**src/rtl/vdp_scanout.sv**
```systemverilog
// rtl/vdp_scanout.sv - raster timing, render requests, line buffer readback and CRAM colour lookup
`timescale 1ns/1ps

module vdp_scanout #(
    parameter int H_TOTAL  = 342,
    parameter int H_ACTIVE = 256,
    parameter int HS_START = 280,
    parameter int HS_LEN   = 26,
    parameter int V_TOTAL  = 262,
    parameter int V_START  = 24,
    parameter int V_ACTIVE = 192,
    parameter int VS_START = 240,
    parameter int VS_LEN   = 3
) (
    input  logic       clk,
    input  logic       reset,
    input  logic       disp_en,
    input  logic       mask_col0,
    input  logic [3:0] border_idx,
    input  logic [7:0] line_irq_reload,
    input  logic       cram_wr,
    input  logic [4:0] cram_addr,
    input  logic [5:0] cram_wrdata,
    output logic       start,
    output logic [7:0] line,
    output logic [7:0] linebuf_rdidx,
    input  logic [4:0] linebuf_data,
    output logic [3:0] r,
    output logic [3:0] g,
    output logic [3:0] b,
    output logic       hsync,
    output logic       vsync,
    output logic       de,
    output logic       irq_vblank,
    output logic       irq_line
);

    localparam logic [8:0] H_LAST = 9'(H_TOTAL - 1);
    localparam logic [8:0] H_ACT  = 9'(H_ACTIVE);
    localparam logic [8:0] HS_S   = 9'(HS_START);
    localparam logic [8:0] HS_E   = 9'(HS_START + HS_LEN);
    localparam logic [8:0] V_LAST = 9'(V_TOTAL - 1);
    localparam logic [8:0] V_S    = 9'(V_START);
    localparam logic [8:0] V_E    = 9'(V_START + V_ACTIVE);
    localparam logic [8:0] V_ACT  = 9'(V_ACTIVE);
    localparam logic [8:0] VS_S   = 9'(VS_START);
    localparam logic [8:0] VS_E   = 9'(VS_START + VS_LEN);

    logic [8:0] hcnt_q, hcnt_d;
    logic [8:0] vcnt_q, vcnt_d;
    logic [7:0] lic_q, lic_d;
    logic [7:0] rdidx_q;
    logic       s1_inside_q, s1_col0_q, s1_hs_q, s1_vs_q;
    logic [5:0] col_q;
    logic       hs_q, vs_q, de_q;
    logic [5:0] cram_q [32];

    logic [8:0] rl;
    logic       v_act, h_act, render_hit, irq_hit;
    logic [4:0] pix_idx;

    always_comb begin
        hcnt_d = hcnt_q + 9'd1;
        vcnt_d = vcnt_q;
        if (hcnt_q == H_LAST) begin
            hcnt_d = '0;
            vcnt_d = (vcnt_q == V_LAST) ? '0 : vcnt_q + 9'd1;
        end
    end

    // Wraps negative above the top border, so the single compare rejects both ends.
    assign rl         = vcnt_q + 9'd1 - V_S;
    assign v_act      = (vcnt_q >= V_S) && (vcnt_q < V_E);
    assign h_act      = hcnt_q < H_ACT;
    assign render_hit = (hcnt_q == H_ACT) && (rl < V_ACT);

    always_comb begin
        lic_d   = lic_q;
        irq_hit = 1'b0;
        if (hcnt_q == H_ACT) begin
            if (!v_act) begin
                lic_d = line_irq_reload;
            end else if (lic_q == 8'd0) begin
                lic_d   = line_irq_reload;
                irq_hit = 1'b1;
            end else begin
                lic_d = lic_q - 8'd1;
            end
        end
    end

    always_comb begin
        pix_idx = {1'b1, border_idx};
        if (s1_inside_q && disp_en && !(mask_col0 && s1_col0_q)) begin
            pix_idx = linebuf_data;
        end
    end

    always_ff @(posedge clk) begin
        if (reset) begin
            hcnt_q      <= '0;
            vcnt_q      <= '0;
            lic_q       <= '0;
            rdidx_q     <= '0;
            s1_inside_q <= 1'b0;
            s1_col0_q   <= 1'b0;
            s1_hs_q     <= 1'b0;
            s1_vs_q     <= 1'b0;
            col_q       <= '0;
            hs_q        <= 1'b0;
            vs_q        <= 1'b0;
            de_q        <= 1'b0;
        end else begin
            hcnt_q      <= hcnt_d;
            vcnt_q      <= vcnt_d;
            lic_q       <= lic_d;
            rdidx_q     <= hcnt_d[7:0];
            s1_inside_q <= h_act && v_act;
            s1_col0_q   <= hcnt_q < 9'd8;
            s1_hs_q     <= (hcnt_q >= HS_S) && (hcnt_q < HS_E);
            s1_vs_q     <= (vcnt_q >= VS_S) && (vcnt_q < VS_E);
            col_q       <= cram_q[pix_idx];
            hs_q        <= s1_hs_q;
            vs_q        <= s1_vs_q;
            de_q        <= s1_inside_q;
        end
    end

    // Lookup above samples the pre-write entry when both hit the same edge.
    always_ff @(posedge clk) begin
        if (reset) begin
            for (int i = 0; i < 32; i++) begin
                cram_q[i] <= '0;
            end
        end else if (cram_wr) begin
            cram_q[cram_addr] <= cram_wrdata;
        end
    end

    assign start         = render_hit && !reset;
    assign line          = start ? rl[7:0] : 8'd0;
    assign irq_line      = irq_hit && !reset;
    assign irq_vblank    = (hcnt_q == 9'd0) && (vcnt_q == V_E) && !reset;
    assign linebuf_rdidx = rdidx_q;
    assign r             = {col_q[1:0], col_q[1:0]};
    assign g             = {col_q[3:2], col_q[3:2]};
    assign b             = {col_q[5:4], col_q[5:4]};
    assign hsync         = hs_q;
    assign vsync         = vs_q;
    assign de            = de_q;

endmodule
```
**config.mk**
```make
export PLATFORM = sky130hd
export DESIGN_NAME = vdp_scanout
export DESIGN_NICKNAME = d
export VERILOG_FILES = /design/src/rtl/vdp_scanout.sv
export SDC_FILE = /design/constraint.sdc
export NUM_CORES = 1
export LEC_CHECK = 0
export CAP_MARGIN = 10
export CORE_UTILIZATION = 48
export CTS_CLUSTER_SIZE = 28
export DETAILED_ROUTE_END_ITERATION = 8
export PLACE_DENSITY = 0.67
export SLEW_MARGIN = 5
export SYNTH_ARGS = -nofsm -noshare
export SYNTH_HDL_FRONTEND = slang
export SYNTH_SLANG_ARGS = --single-unit
```
**constraint.sdc**
```tcl
create_clock -name clk -period 7.35 [get_ports clk]
set_input_delay 1.47 -clock clk [delete_from_list [all_inputs] [get_ports clk]]
set_output_delay 1.47 -clock clk [all_outputs]
set_load 0.005 [all_outputs]
```
=== Word-level counts from Yosys, hierarchy flattened ===
Memories as Yosys holds them, arrays and structs flattened. A register that Yosys moved wholly into a read port is not among the register bits.
Index checks and enable logic that the tools add are counted.

* Bits of input ports: 33
* Bits in latches: 0
* Bits in registers: 33
* Memory bits (read-only): 0
* Output and inout port bits: 34
* RAM bits: 192
* Memories: 1
* Word-level logic and storage cells: 63

{| class="wikitable"
|+ Memory list
! memory !! depth !! bits a word !! read ports !! clocked after Yosys merged registers in !! write ports !! line !! RTL
|-
| cram_q || 32 || 6 || 1 || 1 || 32 || 56 || <nowiki>logic [5:0] cram_q [32];</nowiki>
|}

* $mul: 0
* Bitwise gates (word level): 0
* Add/subtract/negate cells: 4
* Divide/modulo/power cells: 0
* Reduce and logical (&&, ||, !) cells: 18
* Mux-type cells: 16
* Equality and inequality tests: 4
* Shift-type cells: 0
* $lt $le $gt $ge: 9

{| class="wikitable"
|+ Operators by type and width
! cell !! count
|-
| $eq A9 B9 Y1 const B || 3
|-
| $lt A9 B8 Y1 const B || 3
|-
| $mux W8 || 3
|-
| $add A9 B1 Y9 const B || 2
|-
| $lt A9 B9 Y1 const B || 2
|-
| $logic_and A1 B1 Y1 || 12
|-
| $mux W5 || 2
|-
| $eq A9 B8 Y1 const B || 1
|-
| $ge A9 B5 Y1 const B || 1
|-
| $ge A9 B8 Y1 const B || 1
|-
| $ge A9 B9 Y1 const B || 1
|-
| $logic_not A9 Y1 || 1
|-
| $lt A9 B4 Y1 const B || 1
|-
| $mux W1 || 9
|-
| $mux W9 || 1
|-
| $sub A9 B5 Y9 const B || 1
|-
| $logic_not A8 Y1 || 1
|-
| $sub A8 B1 Y8 const B || 1
|-
| $mux W6 || 1
|-
| $reduce_or A6 Y1 || 1
|-
| $logic_not A1 Y1 || 2
|-
| $reduce_or A2 Y1 || 1
|}

=== Longest topological paths before layout ===
* Depth in word-level cells: 6
* Gate-level depth with buffers: 12
* Mapped depth without buffers: 12

=== Least setup slack after synthesis ===
OpenSTA, ideal clock, no wires.

* Kind: flip-flop to output port
* Start: register vcnt_q[0]
* End: output line[4]
* Stages on the path, launching flop included: 12
* Slack: 3247 ps
* Data required time: 5880 ps
* Path buffers: 0
* Arrival time: 2633 ps
* Cell sequence: dfxtp_1 -> ha_1 -> nand3_2 -> xnor2_1 -> ha_1 -> or3_1 -> o22ai_2 -> a211oi_1 -> o311a_1 -> a31oi_4 -> inv_2 -> and2_1

* Longest elaborated chain between the ends: 6

{| class="wikitable"
|+ RTL lines
! what !! line !! RTL
|-
| start, declared || 50 || <nowiki>logic [8:0] vcnt_q, vcnt_d;</nowiki>
|-
| start signal, assigned || 115 || <nowiki>vcnt_q <= vcnt_d;</nowiki>
|-
| $add A9 B1 Y9 || 72 || <nowiki>assign rl = vcnt_q + 9'd1 - V_S;</nowiki>
|-
| $sub A9 B5 Y9 || 72 ||
|-
| $lt A9 B8 Y1 || 75 || <nowiki>assign render_hit = (hcnt_q == H_ACT) && (rl < V_ACT);</nowiki>
|-
| $logic_and A1 B1 Y1 || 75 ||
|-
| $logic_and A1 B1 Y1 || 140 || <nowiki>assign start = render_hit && !reset;</nowiki>
|-
| net start || 24 || <nowiki>output logic start,</nowiki>
|-
| $mux W8 || 141 || <nowiki>assign line = start ? rl[7:0] : 8'd0;</nowiki>
|-
| end, declared || 25 || <nowiki>output logic [7:0] line,</nowiki>
|}

The timed path passes the listed nets, and every way through them passes these cells.

=== Worst setup path after layout ===
* Start: register vcnt_q[0]
* End: output line[4]

* Longest elaborated chain between the ends: 6

{| class="wikitable"
|+ RTL lines
! what !! line
|-
| $add A9 B1 Y9 * || 72
|-
| $sub A9 B5 Y9 * || 72
|-
| $lt A9 B8 Y1 || 75
|-
| $logic_and A1 B1 Y1 || 75
|-
| $logic_and A1 B1 Y1 || 140
|-
| $mux W8 * || 141
|}

Mark *: on every way between the ends. The rest lies on a longest branch, timed or not.

==> flow_summary.rst <==
.. list-table::
   :header-rows: 1

   * - Metric
     - Value
   * - Result of the run
     - finished clean
   * - Register area share after synthesis
     - 0.565
   * - Final number of hold-violating endpoints
     - 0
   * - Pin count of the biggest net entering global routing
     - 65
   * - Initial standard-cell utilization of the core
     - 0.492
   * - Maximum clock frequency
     - between 0.15 and 0.2 GHz
   * - Post-detailed-route count of antenna-violating nets
     - 0
   * - Height of the die
     - between 150 and 200 um
   * - Number of iterations in the first detailed-routing pass
     - 7
   * - Clock skew
     - approximately 0.0096 ns
   * - Final Hold Slack
     - between 0.4 and 0.5 ns
   * - Register-to-Register Path Depth
     - 8
   * - Routed wire length on met3
     - 1500 um
   * - DRC viols
     - 0
   * - Worst relative slew slack
     - 0.324
   * - Area occupied by multi-input gates
     - around 0.0046 mm^2
   * - Total half-perimeter wirelength after legalization and detailed placement
     - around 18000 um
   * - WS Path Type
     - reg -> out
   * - Path category of the worst min-delay check
     - reg -> reg
   * - Hold-fix buffers at CTS
     - 0
   * - Net count of the mapped netlist
     - around 1100
   * - Max Buffers Root-to-Sink
     - 3
   * - Area of the mapped netlist
     - 0.0116 mm^2
   * - Detail Route met2 WL
     - ~13000 um
   * - Register area
     - 0.00655 mm^2
   * - Main flop type after synthesis
     - sky130_fd_sc_hd__edfxtp_1
   * - Worst setup path startpoint
     - vcnt_q[0]
   * - Critical register-to-register path startpoint
     - s1_inside_q
   * - Worst slack at placement
     - 2.40 ns
   * - Total leakage power
     - 4.72 nW
   * - Worst-path fanout max
     - 10
   * - Count of port buffers added during placement
     - 66
   * - Area of the placeable core
     - 0.0235 mm^2
   * - Wire length of the first global-routing pass
     - roughly 44000 um
   * - Share of the synthesized area in the top cell type
     - 0.498
   * - Cell taking the most area after synthesis
     - sky130_fd_sc_hd__edfxtp_1
   * - Die Footprint
     - around 0.025 mm^2
   * - Synthesis-to-finish area growth
     - 13.1%
   * - Utilization after layout
     - 0.556
   * - Drt initial violations
     - about 500
   * - Number of flip-flops and latches in the synthesized netlist
     - 231
   * - Wirelength per Cell
     - 19.6 um
   * - Count of pins on the block boundary
     - 67
   * - Ratio of routed vias to standard cells
     - roughly 5.6
   * - Share of layout cells above drive strength 1
     - 0.0965
   * - R2R Path End
     - col_q[3]
   * - CTS HTree Levels
     - 1
   * - Clock slew seen by the registers of the worst setup and hold paths
     - about 0.06 ns
   * - Clock tree from TritonCTS
     - done
   * - Grt ovf
     - 0
   * - Maxcap violations
     - 0
   * - Buffers inserted by post-CTS timing repair
     - 0
   * - Flop-to-flop setup slack
     - 4.13 ns
   * - Worst setup endpoint
     - line[4]
   * - Highest Signal Layer
     - met4
   * - Synth Instances
     - 1057
   * - Worst Path Arrival
     - 3.88 ns
   * - Final-report setup violation count
     - 0
   * - Distinct cell type count of the synthesized netlist
     - 65
   * - Final GP Congestion
     - 0.826
   * - Buffer type at the clock tree root
     - sky130_fd_sc_hd__clkbuf_16
   * - RSZ-0062 raised after global routing
     - false
   * - Pin slew with the least headroom to its limit
     - a little over 1 ns
   * - Count of inserted antenna diode cells
     - 0
   * - Setup tns final
     - 0 ns
   * - Crit. End Element
     - primary output
   * - GRT Util Overall
     - 0.232
   * - Post-layout worst setup margin
     - 2.00 ns
   * - Min cycle time layout
     - 5.35 ns
   * - Clock network latency to the later pin of the worst-skew pair
     - approximately 0.52 ns
   * - M1 wire length
     - 12200 um
   * - Final Total Pwr
     - 2.94 mW
   * - Number of clock buffers inserted by TritonCTS
     - 25
   * - Post-cts sizing count
     - 0
   * - Critical path data required time
     - approximately 5.9 ns
   * - Nets
     - between 1000 and 1500
   * - Fill cells
     - about 2100
   * - Number of global-route vias before repair
     - 7821
   * - Die outline width
     - 157 um
   * - CTS Sinks
     - 231
   * - Number of cell rows
     - 56
   * - Count of flip-flops with a built-in enable after synthesis
     - 192
   * - Worst ir drop on vdd
     - around 0.14 mV
   * - Launching element type of the critical path
     - flop
   * - Count of synthesis-stage warnings from yosys
     - 0
   * - Number of vias in the routed layout
     - 7917
   * - Synth async-reset ratio
     - 0
   * - Final critical-path share of the clock period
     - 0.728
   * - Post-Synthesis Mean Instance Area
     - 11.0 um^2
   * - Number of antenna violations at the first check in global routing
     - 0
   * - Area contributors post-synth
     - sky130_fd_sc_hd__edfxtp_1 (50%), sky130_fd_sc_hd__and2_1 (11%), sky130_fd_sc_hd__dfxtp_1 (6.7%), sky130_fd_sc_hd__nand2_1 (3.7%), sky130_fd_sc_hd__mux2i_1 (3.3%)
   * - Sum of routed wire length over all layers
     - 27800 um
   * - Power per unit of standard cell area
     - about 220 mW/mm^2
   * - Max-slew violation count
     - 0
## how the worst min path moves through the flow
stage                        from    end  slack, ns  cells after the start
after floorplan           s1_hs_q  hsync       0.41                      1
after global placement    s1_hs_q  hsync       0.42                      1
after detailed placement  s1_vs_q  vsync       0.43                      1
after CTS                 s1_vs_q  vsync       0.44                      1
after global routing      s1_hs_q  hsync       0.46                      1
final                     s1_vs_q  vsync       0.44                      1
## cell families (layout without fill, tap and decap cells)
logic type                 count (synthesis)  count (layout)  synth area share
muxes                                     44              44            0.0416
AOI/OAI and AO/OA                        122             122            0.0769
xor gates and xnor gates                  17              17            0.0135
adders and majority gates                  9               9           0.00972
DFF                                      231             231             0.565
and+or+nand+nor                          546             546             0.255
buffers and inverters                     88             130            0.0382
## routing by layer
| layer | track usage | up-vias |
|---|---|---|
| li1 | - | 3805 |
| met1 | 0.317 | 3830 |
| met2 | 0.386 | 226 |
| met3 | 0.0300 | 56 |
| met4 | 0.0712 | 0 |
| met5 | 0 | - |
## area by class of cell
cell class / instances / share of cell area
timing repair buffer: 75 / 0.0552
multi-input combinational: 738 / 0.351
tap: 319 / 0.0305
clock inverter: 14 / 0.00946
sequential: 231 / 0.500
clock buffer: 31 / 0.0510
inverter: 10 / 0.00287
## through the flow
step / cells / cell area (um^2)
floorplan: 1057 / 11600
global placement: 1373 / 12300
detailed placement: 1373 / 12300
CTS: 1418 / 13100
global route: 1418 / 13100
finish: 1418 / 13100
## Yosys cell counts (3+ instances only)
library cell                 n
sky130_fd_sc_hd__nor3_1     12
sky130_fd_sc_hd__clkbuf_1   39
sky130_fd_sc_hd__nand4_1     4
sky130_fd_sc_hd__a22o_1      3
sky130_fd_sc_hd__nand2b_1    6
sky130_fd_sc_hd__xor2_1      6
sky130_fd_sc_hd__o22ai_1     6
sky130_fd_sc_hd__nor3b_1     3
sky130_fd_sc_hd__and2_4      3
sky130_fd_sc_hd__o21ai_0    15
sky130_fd_sc_hd__nand2_1   113
sky130_fd_sc_hd__buf_2      15
sky130_fd_sc_hd__inv_1       9
sky130_fd_sc_hd__mux2i_1    38
sky130_fd_sc_hd__mux2_2      3
sky130_fd_sc_hd__xnor2_1    10
sky130_fd_sc_hd__nand3b_1    6
sky130_fd_sc_hd__buf_4      23
sky130_fd_sc_hd__a32oi_1    14
sky130_fd_sc_hd__a31oi_1     6
sky130_fd_sc_hd__a211oi_1   19
sky130_fd_sc_hd__nand3_1    39
sky130_fd_sc_hd__nor2_1     73
sky130_fd_sc_hd__or3_1       7
sky130_fd_sc_hd__a21oi_1    19
sky130_fd_sc_hd__a22oi_1     4
sky130_fd_sc_hd__and3_1     18
sky130_fd_sc_hd__edfxtp_1  192
sky130_fd_sc_hd__a41oi_1     6
sky130_fd_sc_hd__a311oi_1    4
sky130_fd_sc_hd__ha_1        9
sky130_fd_sc_hd__nor2b_1     6
sky130_fd_sc_hd__a211o_1     8
sky130_fd_sc_hd__o31ai_1     4
sky130_fd_sc_hd__and2_1    196
sky130_fd_sc_hd__o221ai_1    4
sky130_fd_sc_hd__nor4_1     12
sky130_fd_sc_hd__dfxtp_1    39
sky130_fd_sc_hd__or2_2      34
## report_power, final
part,internal [mW],switching [mW]
Sequential,1.48,0.0234
Clock,0.714,0.510
Combinational,0.0812,0.130
Total,2.27,0.663
## sequential cells by signal, summed over array words and instances, names as in the netlist
| register | count |
|---|---|
| hcnt_q | 9 |
| hsync | 1 |
| s1_inside_q | 1 |
| vcnt_q | 9 |
| s1_hs_q | 1 |
| lic_q | 8 |
| s1_vs_q | 1 |
| de | 1 |
| s1_col0_q | 1 |
| vsync | 1 |
| col_q | 6 |
| cram_q | 192 |
## cell usage in the layout (no fill, tap or decap), types with 7 or more instances in the layout
| master | count |
|---|---|
| sky130_fd_sc_hd__and2_1 | 195 |
| sky130_fd_sc_hd__edfxtp_1 | 192 |
| sky130_fd_sc_hd__nand2_1 | 112 |
| sky130_fd_sc_hd__nor2_1 | 73 |
| sky130_fd_sc_hd__clkdlybuf4s50_1 | 65 |
| sky130_fd_sc_hd__nand3_1 | 39 |
| sky130_fd_sc_hd__dfxtp_1 | 39 |
| sky130_fd_sc_hd__mux2i_1 | 38 |
| sky130_fd_sc_hd__or2_2 | 34 |
| sky130_fd_sc_hd__clkbuf_16 | 25 |
| sky130_fd_sc_hd__a21oi_1 | 19 |
| sky130_fd_sc_hd__a211oi_1 | 19 |
| sky130_fd_sc_hd__and3_1 | 18 |
| sky130_fd_sc_hd__o21ai_0 | 15 |
| sky130_fd_sc_hd__a32oi_1 | 14 |
| sky130_fd_sc_hd__nor3_1 | 12 |
| sky130_fd_sc_hd__nor4_1 | 12 |
| sky130_fd_sc_hd__xnor2_1 | 10 |
| sky130_fd_sc_hd__inv_1 | 9 |
| sky130_fd_sc_hd__ha_1 | 9 |
| sky130_fd_sc_hd__buf_4 | 9 |
| sky130_fd_sc_hd__a211o_1 | 8 |
| sky130_fd_sc_hd__clkinv_2 | 8 |
| sky130_fd_sc_hd__or3_1 | 7 |
## critical path, stage by stage, from the launching register on
cell,delay (ns)
sky130_fd_sc_hd__dfxtp_1,0.50
sky130_fd_sc_hd__ha_1,0.37
sky130_fd_sc_hd__nand3_2,0.21
sky130_fd_sc_hd__xnor2_1,0.18
sky130_fd_sc_hd__ha_1,0.25
sky130_fd_sc_hd__or3_1,0.33
sky130_fd_sc_hd__o22ai_2,0.22
sky130_fd_sc_hd__a211oi_1,0.09
sky130_fd_sc_hd__o311a_1,0.35
sky130_fd_sc_hd__a31oi_4,0.24
sky130_fd_sc_hd__inv_2,0.05
sky130_fd_sc_hd__and2_1,0.15
sky130_fd_sc_hd__clkdlybuf4s50_1,0.44
Note: power is estimated with default switching activity, not from simulation.
